## config.mk

```make
export PLATFORM = sky130hd
export DESIGN_NAME = uno_seq
export DESIGN_NICKNAME = d
export VERILOG_FILES = /design/src/rtl/uno_seq.sv
export SDC_FILE = /design/constraint.sdc
export NUM_CORES = 1
export LEC_CHECK = 0
export ABC_AREA = 0
export BUFFER_PORTS_ARGS = -buffer_cell sky130_fd_sc_hd__buf_2
export CAP_MARGIN = 20
export CORE_MARGIN = 8
export CORE_UTILIZATION = 56
export CTS_CLUSTER_DIAMETER = 30
export DETAILED_ROUTE_END_ITERATION = 8
export GPL_TIMING_DRIVEN = 1
export PLACE_DENSITY = 0.83
export SYNTH_ARGS = -nofsm -noshare
export SYNTH_HDL_FRONTEND = slang
export SYNTH_SLANG_ARGS = --single-unit
```

## constraint.sdc

```tcl
create_clock -name clk -period 3.1 [get_ports clk]
set_input_delay 0.465 -clock clk [delete_from_list [all_inputs] [get_ports clk]]
set_output_delay 0.465 -clock clk [all_outputs]
set_load 0.01 [all_outputs]
```

## src/rtl/uno_seq.sv

```systemverilog
// Job sequencer for the polynomial/MAC processing element: accepts one job at a time,
// issues its operand cycles with coefficient addressing, waits out the PE latency and hands off the result.
module uno_seq #(
    parameter int NTERMS  = 4,
    parameter int LEN_W   = 8,
    parameter int MAC_LAT = 1
) (
    input  logic                          clk,
    input  logic                          rst_n,
    input  logic                          start_valid,
    output logic                          start_ready,
    input  logic [1:0]                    op_in,
    input  logic [LEN_W-1:0]              len_in,
    input  logic                          abort,
    output logic [1:0]                    op,
    output logic                          fisrt_cycle,
    output logic                          last_cycle,
    output logic                          acc_en,
    output logic                          issue,
    output logic [$clog2(NTERMS)+1:0]     coeff_addr,
    output logic                          busy,
    output logic                          result_valid,
    input  logic                          result_ready
);

    localparam int IDX_W  = $clog2(NTERMS);
    localparam int DCNT_W = (MAC_LAT > 2) ? $clog2(MAC_LAT) : 1;

    typedef enum logic [1:0] {
        S_IDLE,
        S_RUN,
        S_DRAIN,
        S_DONE
    } state_t;

    state_t             r_state;
    state_t             w_nxt;
    logic [LEN_W-1:0]   r_k;
    logic [LEN_W-1:0]   r_tlast;
    logic [DCNT_W-1:0]  r_dcnt;
    logic [1:0]         r_op;
    logic               w_accept;
    logic               w_last;
    logic [IDX_W-1:0]   w_idx;
    logic [LEN_W-1:0]   w_tlast_in;

    // Store T-1 so the last-cycle test is a plain equality; len 0 on MAC behaves as len 1.
    always_comb begin
        w_tlast_in = LEN_W'(NTERMS);
        if (op_in == 2'b00) begin
            w_tlast_in = (len_in == '0) ? '0 : (len_in - LEN_W'(1));
        end
    end

    assign w_last = (r_k == r_tlast);

    always_comb begin
        w_nxt        = r_state;
        w_accept     = 1'b0;
        start_ready  = 1'b0;
        busy         = 1'b1;
        result_valid = 1'b0;
        issue        = 1'b0;
        fisrt_cycle  = 1'b0;
        last_cycle   = 1'b0;
        acc_en       = 1'b0;
        w_idx        = '0;
        case (r_state)
            S_IDLE: begin
                busy        = 1'b0;
                start_ready = 1'b1;
                if (!abort && start_valid) begin
                    w_accept = 1'b1;
                    w_nxt    = S_RUN;
                end
            end
            S_RUN: begin
                issue       = 1'b1;
                fisrt_cycle = (r_k == '0);
                last_cycle  = w_last;
                acc_en      = (r_op == 2'b00) && (r_k != '0);
                // Horner steps past the last coefficient keep reusing the final term.
                if (r_k >= LEN_W'(NTERMS - 1)) begin
                    w_idx = IDX_W'(NTERMS - 1);
                end else begin
                    w_idx = r_k[IDX_W-1:0];
                end
                if (abort) begin
                    w_nxt = S_IDLE;
                end else if (w_last) begin
                    w_nxt = (MAC_LAT > 0) ? S_DRAIN : S_DONE;
                end
            end
            S_DRAIN: begin
                if (abort) begin
                    w_nxt = S_IDLE;
                end else if (r_dcnt == DCNT_W'(MAC_LAT - 1)) begin
                    w_nxt = S_DONE;
                end
            end
            S_DONE: begin
                result_valid = 1'b1;
                if (abort || result_ready) begin
                    w_nxt = S_IDLE;
                end
            end
            default: begin
                w_nxt = S_IDLE;
            end
        endcase
    end

    assign op         = r_op;
    assign coeff_addr = {r_op, w_idx};

    always_ff @(posedge clk or negedge rst_n) begin
        if (!rst_n) begin
            r_state <= S_IDLE;
            r_k     <= '0;
            r_dcnt  <= '0;
            r_op    <= 2'b00;
            r_tlast <= '0;
        end else begin
            r_state <= w_nxt;
            if (w_accept) begin
                r_op    <= op_in;
                r_tlast <= w_tlast_in;
            end
            // Counters sit at zero outside their own state so each entry starts clean.
            r_k    <= (r_state == S_RUN && w_nxt == S_RUN) ? (r_k + LEN_W'(1)) : '0;
            r_dcnt <= (r_state == S_DRAIN && w_nxt == S_DRAIN) ? (r_dcnt + DCNT_W'(1)) : '0;
        end
    end

endmodule

```

; Word level (Yosys, flattened, before mapping)
; Index checks and enable logic that the tools add are counted.
[totals]
reg_bits = 21
latchBits = 0
mem_bits_rw = 0
rom_bits = 0
inputBits = 15
output_inout_bits = 13
wordCells = 49
mem_count = 0
[classes]
add_sub_neg = 3
mul = 0
div_mod_pow = 0
n_lt_le_gt_ge = 1
n_eq_ne = 6
shift = 0
muxes = 22
bitwise = 0
n_reduce_logical = 12
[op_table]
columns = op, n
row1 = two-way mux 8 bit, 3
row2 = logical NOT 8 bit, 2
row3 = two-way mux 2 bit, 8
row4 = two-way mux 1 bit, 10
row5 = adder 8 x 1 -> 8 bit (second input constant), 1
row6 = equality test 8 bit, 1
row7 = greater-or-equal comparator 8 x 2 -> 1 bit (second input constant), 1
row8 = one-hot mux 2 bit (4 select lines), 1
row9 = nonzero test 8 bit, 1
row10 = subtractor 8 x 1 -> 8 bit (second input constant), 1
row11 = equality test 2 bit (second input constant), 3
row12 = logical NOT 2 bit, 3
row13 = equality test 2 x 1 -> 1 bit (second input constant), 2
row14 = logical AND 1 bit, 4
row15 = adder 1 bit (second input constant), 1
row16 = logical NOT 1 bit, 1
row17 = logical OR 1 bit, 1

; Depth between registers and ports, before layout
; Gate-level depths: netlist of run 1.
[logic_depth]
depth_word = 7
ltp_mapped = 5
ltp_nobuf = 5

; Least setup slack after synthesis of run 1
; Ideal clock, no wire load.
[synth_timing]
path_kind = register -> output
startpoint = register r_k[1]
endpoint = output last_cycle
arrival_ns = 1.182
required_ns = 2.635
setup_slack_ns = 1.453
stages_incl_launch_ff = 4
n_path_buf = 0
path_cell_list = dfrtp_1 -> xor2_1 -> nor4_1 -> and3_1
[synth_via]
elab_chain_len = 2
[synth_lines]
columns = item, line
row1 = start: declaration, 38  ; logic [LEN_W-1:0] r_k;
row2 = start signal: assignment, 130  ; r_k <= (r_state == S_RUN && w_nxt == S_RUN) ? (r_k + LEN_W'(1)) : '0;
row3 = equality test 8 bit, 55  ; assign w_last = (r_k == r_tlast);
row4 = two-way mux 1 bit, 68  ; case (r_state)
row5 = end: declaration, 17  ; output logic last_cycle,
; Every way passes these cells.

; Final worst setup path of run 1
; Same ends and word-level chain as after synthesis.

==> impl_results.md, run 1 <==
* Status: complete, no violations
* CP startpoint kind: flip-flop
* Fillcell total at about 160
* CTS tree: yes
* Seq cells post-synth at 21
* Post-CTS Setup Repair Bufs at 0
* H-tree depth at 1
* Die area at ~3900 sq um
* Number of flops mapped to enable cells by yosys at 0
* Final setup TNS at 0 ns
* Commonest non-fill, non-tap cell in the layout: buf_2
* GRT busiest layer: met2
* CORE AREA at roughly 2000 sq um
* Deepest clock path buffer count at 2
* Antenna violations before repair at 0
* Total GRT Usage at 0.133
* R2R Setup Slk at ~1.4 ns
* Share of cells above drive strength 1 at 0.231
* Yosys cell types at 30
* Worst-Skew Late Latency at slightly below 0.3 ns
* Final core occ at 0.682
* FF-to-FF Start: r_k[1]
* Slowest stage cell, crit path: nor4_1
* ANT cells at 0
* Peak supply drop at roughly 360 uV
* Element type at the critical path end: output port
* FMAX at 453 MHz
* Register area at 526 sq um
* DR vias at approximately 970
* Reg2Reg Depth at 4
* Clock Pin Slew Worst Setup and Hold Paths at 0.11 ns
* Syn Area/Cell at around 9.3 sq um
* WP data required at ~2.6 ns
* Pwr dens at 466 nW/um^2
* Iteration-0 DRC Markers at 39
* Vias per inst at 5.28
* Syn nets at roughly 150
* Chip Height at approximately 62 microns
* Routed WL per cell at 13.1 microns
* Most frequent cells in the layout: buf_2, dfrtp_1, nor2_1, xor2_1, nand2_1
* Final ANT Viol Nets at 0
* Met3 Track Usage GR at 0.0269
* DRC at 0
* RSZ-0062 raised after global routing: false
* HP Class: in -> async
* DRT Wirelength at 2400 microns
* Area growth, synth to finish at 13.4%
* Yosys warns at 0
* Cell Area, Synth at between 1000 and 1500 sq um
* Fin. Hold Viols at 0
* Cells after Synth at around 130
* Seq/Total Area, Yosys at 0.437
* Asr flop ratio synth at 1.00
* M2 GR Usage at 0.220
* First-pass GRT wire length at 4350 microns
* Die width at between 60 and 70 microns
* Commonest register cell after synthesis: dfrtp_1
* Crit path max fanout at 6
* GPL Wtd Cong at about 0.94
* Total grt overflow at 0
* Largest net degree at the start of global routing at 22
* Fin Clk Skew at between 0.006 and 0.007 ns
* CTS root buf: clkbuf_4
* Global routing usage on met1 at 0.158
* Worst hold slack at approximately 0.097 ns
* DP Wirelength at 1970 microns
* Nets at 176
* Pre-antenna DRT Iters at 4
* IO Pins at 28
* Sequence of cells on the critical path: xor2_1 > nor4_1 > and3_1 > buf_2
* LEAKAGE at between 0.7 and 0.8 nW
* CTS resizes at 0
* Area of the multi-input gates at between 600 and 700 sq um
* FF-to-FF End: r_state[0]
* Crit Path Category: reg -> out
* Max-Cap Viols at 0
* Crit path from: r_k[1]
* Port bufs at 27
* Arrival @ worst endpoint at ~1.7 ns
* Final period util at 0.713
* Number of global-route vias before repair at just under 1k
* Fin. max-slew vios at 0
* Slowest Stage Delay on Critical Path at between 0.4 and 0.5 ns
* Starting density of the core at 0.601
* Crit path time final at around 2.2 ns
* # rows at 16
* Clk sinks at 21
* Cts hold-fix bufs at 0
* Final setup viols at 0
* Num CTS Buffers at 3
-- state kept, by name, indices dropped and copies added (netlist names) --
signal and cells:
op 2, r_dcnt 1, r_k 8, r_state 2, r_tlast 8
-- synth_stat cells (all sizes together) (2+ instances only) --
library cell | count | share of area
a21oi | 4 | 0.017
and3 | 3 | 0.016
buf | 4 | 0.028
dfrtp | 21 | 0.44
ha | 4 | 0.042
inv | 8 | 0.025
mux2 | 2 | 0.025
nand2 | 13 | 0.043
nand3 | 7 | 0.029
nor2 | 17 | 0.053
nor3 | 3 | 0.017
nor4 | 3 | 0.016
nor4b | 2 | 0.015
o21ai | 8 | 0.033
xnor2 | 3 | 0.022
xor2 | 17 | 0.12
-- final cells by class --
class                   count  area share
multi-input cells          96       0.450
inverters                   8      0.0220
repair buffers             27      0.0990
well taps                  27      0.0247
clock buffers               4      0.0192
flip-flops and latches     21       0.385
-- per-stage QoR --
stage	cell area (sq um)	power, W	cells	setup slack (ns)
global placement	1340	0.000516	179	1.23
CTS	1370	0.000646	183	0.879
finish	1370	0.000636	183	0.891
floorplan	1200	0.000460	129	1.45
detailed placement	1340	0.000521	179	1.22
global route	1370	0.000681	183	0.758
-- cells by family (layout without fill, tap and decap cells) --
family / Yosys count / count (layout) / share of synthesized area
xor gates and xnor gates: 20 / 20 / 0.146
and+or+nand+nor: 54 / 54 / 0.225
adders and majority gates: 4 / 4 / 0.0416
buffers and inverters: 12 / 39 / 0.0530
DFF: 21 / 21 / 0.437
muxes: 2 / 2 / 0.0249
other: 1 / 1 / 0.00312
AOI/OAI and AO/OA: 15 / 15 / 0.0707
-- report_power, final --
part	leakage, nW	internal (W)	total, W	switching [W]
Clock	0.0150	0.0000500	0.000125	0.0000747
Combinational	0.414	0.0000788	0.000177	0.0000985
Sequential	0.277	0.000305	0.000334	0.0000293
Total	0.706	0.000433	0.000636	0.000202
-- metal layers --
| metal | share of wire | routed length (microns) | vias to the layer above |
|---|---|---|---|
| met2 | 0.49 | 1170 | 25 |
| met5 | 0 | 0 | - |
| li1 | - | - | 484 |
| met3 | 0.038 | 92 | 2 |
| met1 | 0.46 | 1110 | 455 |
| met4 | 0.011 | 27 | 0 |
-- critical path: cells and delay by family, from the launching register on --
kind | cells | cell delay, ns
simple gates | 2 | 0.68
xor+xnor | 1 | 0.19
buf+inv | 1 | 0.13
flops | 1 | 0.45
-- how the worst max path moves through the flow --
stage,end,slack (ns),depth (start not counted)
final,last_cycle,0.89,4
after floorplan,last_cycle,1.45,3
after CTS,last_cycle,0.88,4
after detailed placement,last_cycle,1.22,4
after global routing,last_cycle,0.76,4
after global placement,last_cycle,1.23,4
No activity file was read; power rests on OpenSTA's default activity.
==> run 2: changes to the inputs <==
==> config.mk (replaced) <==
export PLATFORM = sky130hd
export DESIGN_NAME = uno_seq
export DESIGN_NICKNAME = d
export VERILOG_FILES = /design/src/rtl/uno_seq.sv
export SDC_FILE = /design/constraint.sdc
export NUM_CORES = 1
export LEC_CHECK = 0
export ABC_AREA = 1
export BUFFER_PORTS_ARGS = -buffer_cell sky130_fd_sc_hd__buf_2
export CAP_MARGIN = 20
export CORE_MARGIN = 8
export CORE_UTILIZATION = 49
export CTS_CLUSTER_DIAMETER = 30
export DETAILED_ROUTE_END_ITERATION = 8
export GPL_TIMING_DRIVEN = 1
export PLACE_DENSITY = 0.75
export SYNTH_ARGS = -nofsm -noshare
export SYNTH_HDL_FRONTEND = slang
export SYNTH_SLANG_ARGS = --single-unit
==> constraint.sdc (replaced) <==
create_clock -name clk -period 2 [get_ports clk]
set_input_delay 0.3 -clock clk [delete_from_list [all_inputs] [get_ports clk]]
set_output_delay 0.3 -clock clk [all_outputs]
set_load 0.01 [all_outputs]
==> impl_results.md, run 2 <==
* CTS tree: yes
* Synth area leaders: dfrtp_1, nand2_1, inv_1
* Max-Cap Viols at 0 (unchanged)
* Crit Path Category: reg -> out
* First-pass GRT wire length at 4950 microns (+14%)
* Fin Clk Skew at 0.00224 ns (-0.00388 ns)
* Antenna violations before repair at 0 (unchanged)
* Port bufs at 27 (unchanged)
* Yosys cell types at 33 (+10%)
* Nets at 227 (+29%)
* Yosys warns at 0 (unchanged)
* Most common library cells after synthesis: nand2_1, inv_1, dfrtp_1
* FMAX at between 500 and 600 MHz
* DR vias at 1,108 (+15%)
* Fin. Hold Viols at 0 (unchanged)
* Total GRT Usage at 0.121 (-0.0113)
* DP Wirelength at 2270 microns (+15%)
* Peak supply drop at 755 uV (+110%)
* Max Used Layer: met4
* Hold depth at 2
* CTS root buf: clkbuf_4
* Clock Pin Slew Worst Setup and Hold Paths at 0.12 ns (about the same)
* Vias per inst at 4.66 (-12%)
* Crit path max fanout at 5 (-1)
* DRC at 0 (unchanged)
* Area growth, synth to finish at 12.9%
* H-tree depth at 1 (unchanged)
* Slowest stage cell, crit path: dfrtp_2
* RSZ-0062 raised after global routing: false
* Final ANT Viol Nets at 0 (unchanged)
* Final setup TNS at 0 ns (unchanged)
* Hold path endpoint: r_tlast[0]
* Cell Area, Synth at 1440 sq um (+20%)
* Pwr dens at 794 nW/um^2 (+71%)
* Reg2Reg Depth at 8 (+4)
* Element type at the critical path end: output port
* Starting density of the core at 0.519 (-0.0821)
* CORE AREA at 2780 sq um (+39%)
* Syn Area/Cell at 8.07 sq um (-14%)
* LEAKAGE at 0.861 nW (+22%)
* WP data required at 1.70 ns (-0.93 ns)
* Cell family with most CP delay: simple AND/OR/NAND/NOR gates
* Slowest Stage Delay on Critical Path at 0.46 ns (about the same)
* ANT cells at 0 (unchanged)
* Setup WS post-layout at 0.150 ns (-0.741 ns)
* Routed WL per cell at 11.4 microns (-13%)
* Bufs and invs on worst path at 2 (+1)
* Largest net degree at the start of global routing at 22 (unchanged)
* Status: complete, no violations
* Post-DP Area at 1590 sq um (+19%)
* Final core occ at 0.586 (-0.0957)
* Commonest register cell after synthesis: dfrtp_1
* GPL Wtd Cong at 0.780 (-17%)
* Commonest non-fill, non-tap cell in the layout: nand2_1
* Most instantiated library cell after synthesis: nand2_1
* Met1 wire length at 1300 microns (+17%)
* Num CTS Buffers at 3 (unchanged)
* Met2 routed wirelength at 1260 microns (+7.8%)
* Final setup viols at 0 (unchanged)
* Seq cells post-synth at 21 (unchanged)
* Synth top area share at 0.364 (-0.0726)
* Worst-Skew Late Latency at 0.31 ns (+0.02 ns)
* Total grt overflow at 0 (unchanged)
* DRT Wirelength at 2710 microns (+13%)
* CP startpoint kind: flip-flop
* Post-layout instance area at 1630 sq um (+19%)
* Die area at 4940 sq um (+27%)
* FF-to-FF Start: r_k[0]
* Syn nets at 198 (+34%)
* Arrival @ worst endpoint at 1.55 ns (-0.19 ns)
* Asr flop ratio synth at 1.00 (unchanged)
* Deepest clock path buffer count at 2 (unchanged)
* Most frequent CP cell: nand2_1
* Number of global-route vias before repair at 1,116 (+14%)
* Largest regs: r_k: 8 flops, r_tlast: 8 flops
* FF-to-FF End: r_state[0]
* Seq/Total Area, Yosys at 0.364 (-0.0726)
* Placement Setup Slack at 0.497 ns (-0.727 ns)
* Total power at 0.00129 W (+100%)
* R2R Setup Slk at 0.69 ns (-0.67 ns)
* Fin. max-slew vios at 0 (unchanged)
* Post-CTS Setup Repair Bufs at 0 (unchanged)
* Met3 WL post-DR at 87 microns (-5.4%)
* HP Class: in -> reg
* IO Pins at 28 (unchanged)
* Clk sinks at 21 (unchanged)
* Chip Height at 70.3 microns (+13%)
* Most frequent cells in the layout: nand2_1, inv_1, buf_2
* Final period util at 0.925
* Cells after Synth at 179 (+39%)
* Crit path time final at around 1.8 ns
* Number of flops mapped to enable cells by yosys at 0 (unchanged)
* Share of cells above drive strength 1 at 0.304 (+0.0736)
* Sequence of cells on the critical path: inv_1 > nand2_1 > nand2_1 > nand2_1 > nor2_4 > nand2_4 > nor2_1 > buf_2
* Iteration-0 DRC Markers at 40 (+2.6%)
* Pre-antenna DRT Iters at 4 (unchanged)
* # rows at 19 (+3)
* Hold Crit Start: len_in[0]
* Dominant cell type by area after synthesis: dfrtp_1
* Die width at 70.3 microns (+13%)
[run 2: cell types whose count changed after synthesis, sizes merged, moves of 4 or more]
cell	change
inv	+26
xor2	-8
nor3	+4
nand2	+33
nor2	+5
[run 2: cells by family (layout without fill, tap and decap cells)]
| logic type | Yosys count | after routing | synth area share |
|---|---|---|---|
| XOR/XNOR | 13 | 13 | 0.0841 |
| buffers and inverters | 38 | 66 | 0.110 |
| AO/OA/AOI/OAI | 13 | 13 | 0.0494 |
| AND/OR/NAND/NOR | 89 | 89 | 0.355 |
| other | 1 | 1 | 0.00260 |
| flip-flops | 21 | 21 | 0.364 |
| adder cells (fa/ha/maj) | 4 | 4 | 0.0347 |
[run 2: worst max-delay path by stage]
stage	startpoint	endpoint	slack [ns]	cells after the start
finish	r_k[0]	last_cycle	0.15	8
global route	r_k[0]	acc_en	0.01	6
CTS	r_k[0]	acc_en	0.12	6
detailed placement	r_k[0]	last_cycle	0.50	8
global placement	r_k[0]	acc_en	0.51	6
floorplan	r_k[3]	last_cycle	0.65	6
[run 2: final cells by class]
type | instances | area [sq um]
clock buffers | 3 | 22.5
clock inverters | 1 | 5.00
fillers | 260 | 1150
inverters | 34 | 128
multi-input cells | 120 | 764
flip-flops and latches | 21 | 527
well taps | 31 | 38.8
repair buffers | 28 | 145
[run 2: stage by stage]
stage	hold slack, ns	std cells
2_1_floorplan	0.00441	179
3_3_place_gp	0.278	233
3_5_place_dp	0.275	233
4_1_cts	0.174	238
5_1_grt	0.159	238
6_report	0.185	238
[run 2: worst register-to-register path, cell delays in order (launching register included)]
cell and delay (ns):
dfrtp_2 0.46, inv_1 0.12, nand2_1 0.06, nand2_1 0.06, nand2_1 0.08, nor2_4 0.14
nand2_4 0.08, nand2_8 0.12, nand3_2 0.07
[run 2: power by group]
part | internal, W | switching (W)
Clock | 0.0000748 | 0.000133
Combinational | 0.000206 | 0.000321
Sequential | 0.000492 | 0.0000687
Total | 0.000773 | 0.000522
[run 2: routing by layer]
layer / up-vias / GRT usage
met3: 6 / 0.0268
met5: - / 0
met1: 483 / 0.148
met2: 22 / 0.189
li1: 597 / -
met4: 0 / 0.0737
[run 2: what timing repair did]
item / 4_1_cts / 5_1_grt
hold endpoints to repair: 21 / 0
hold buffers: 1 / 0
endpoints found under the setup margin: 0 / 2
resized for setup: 0 / 2
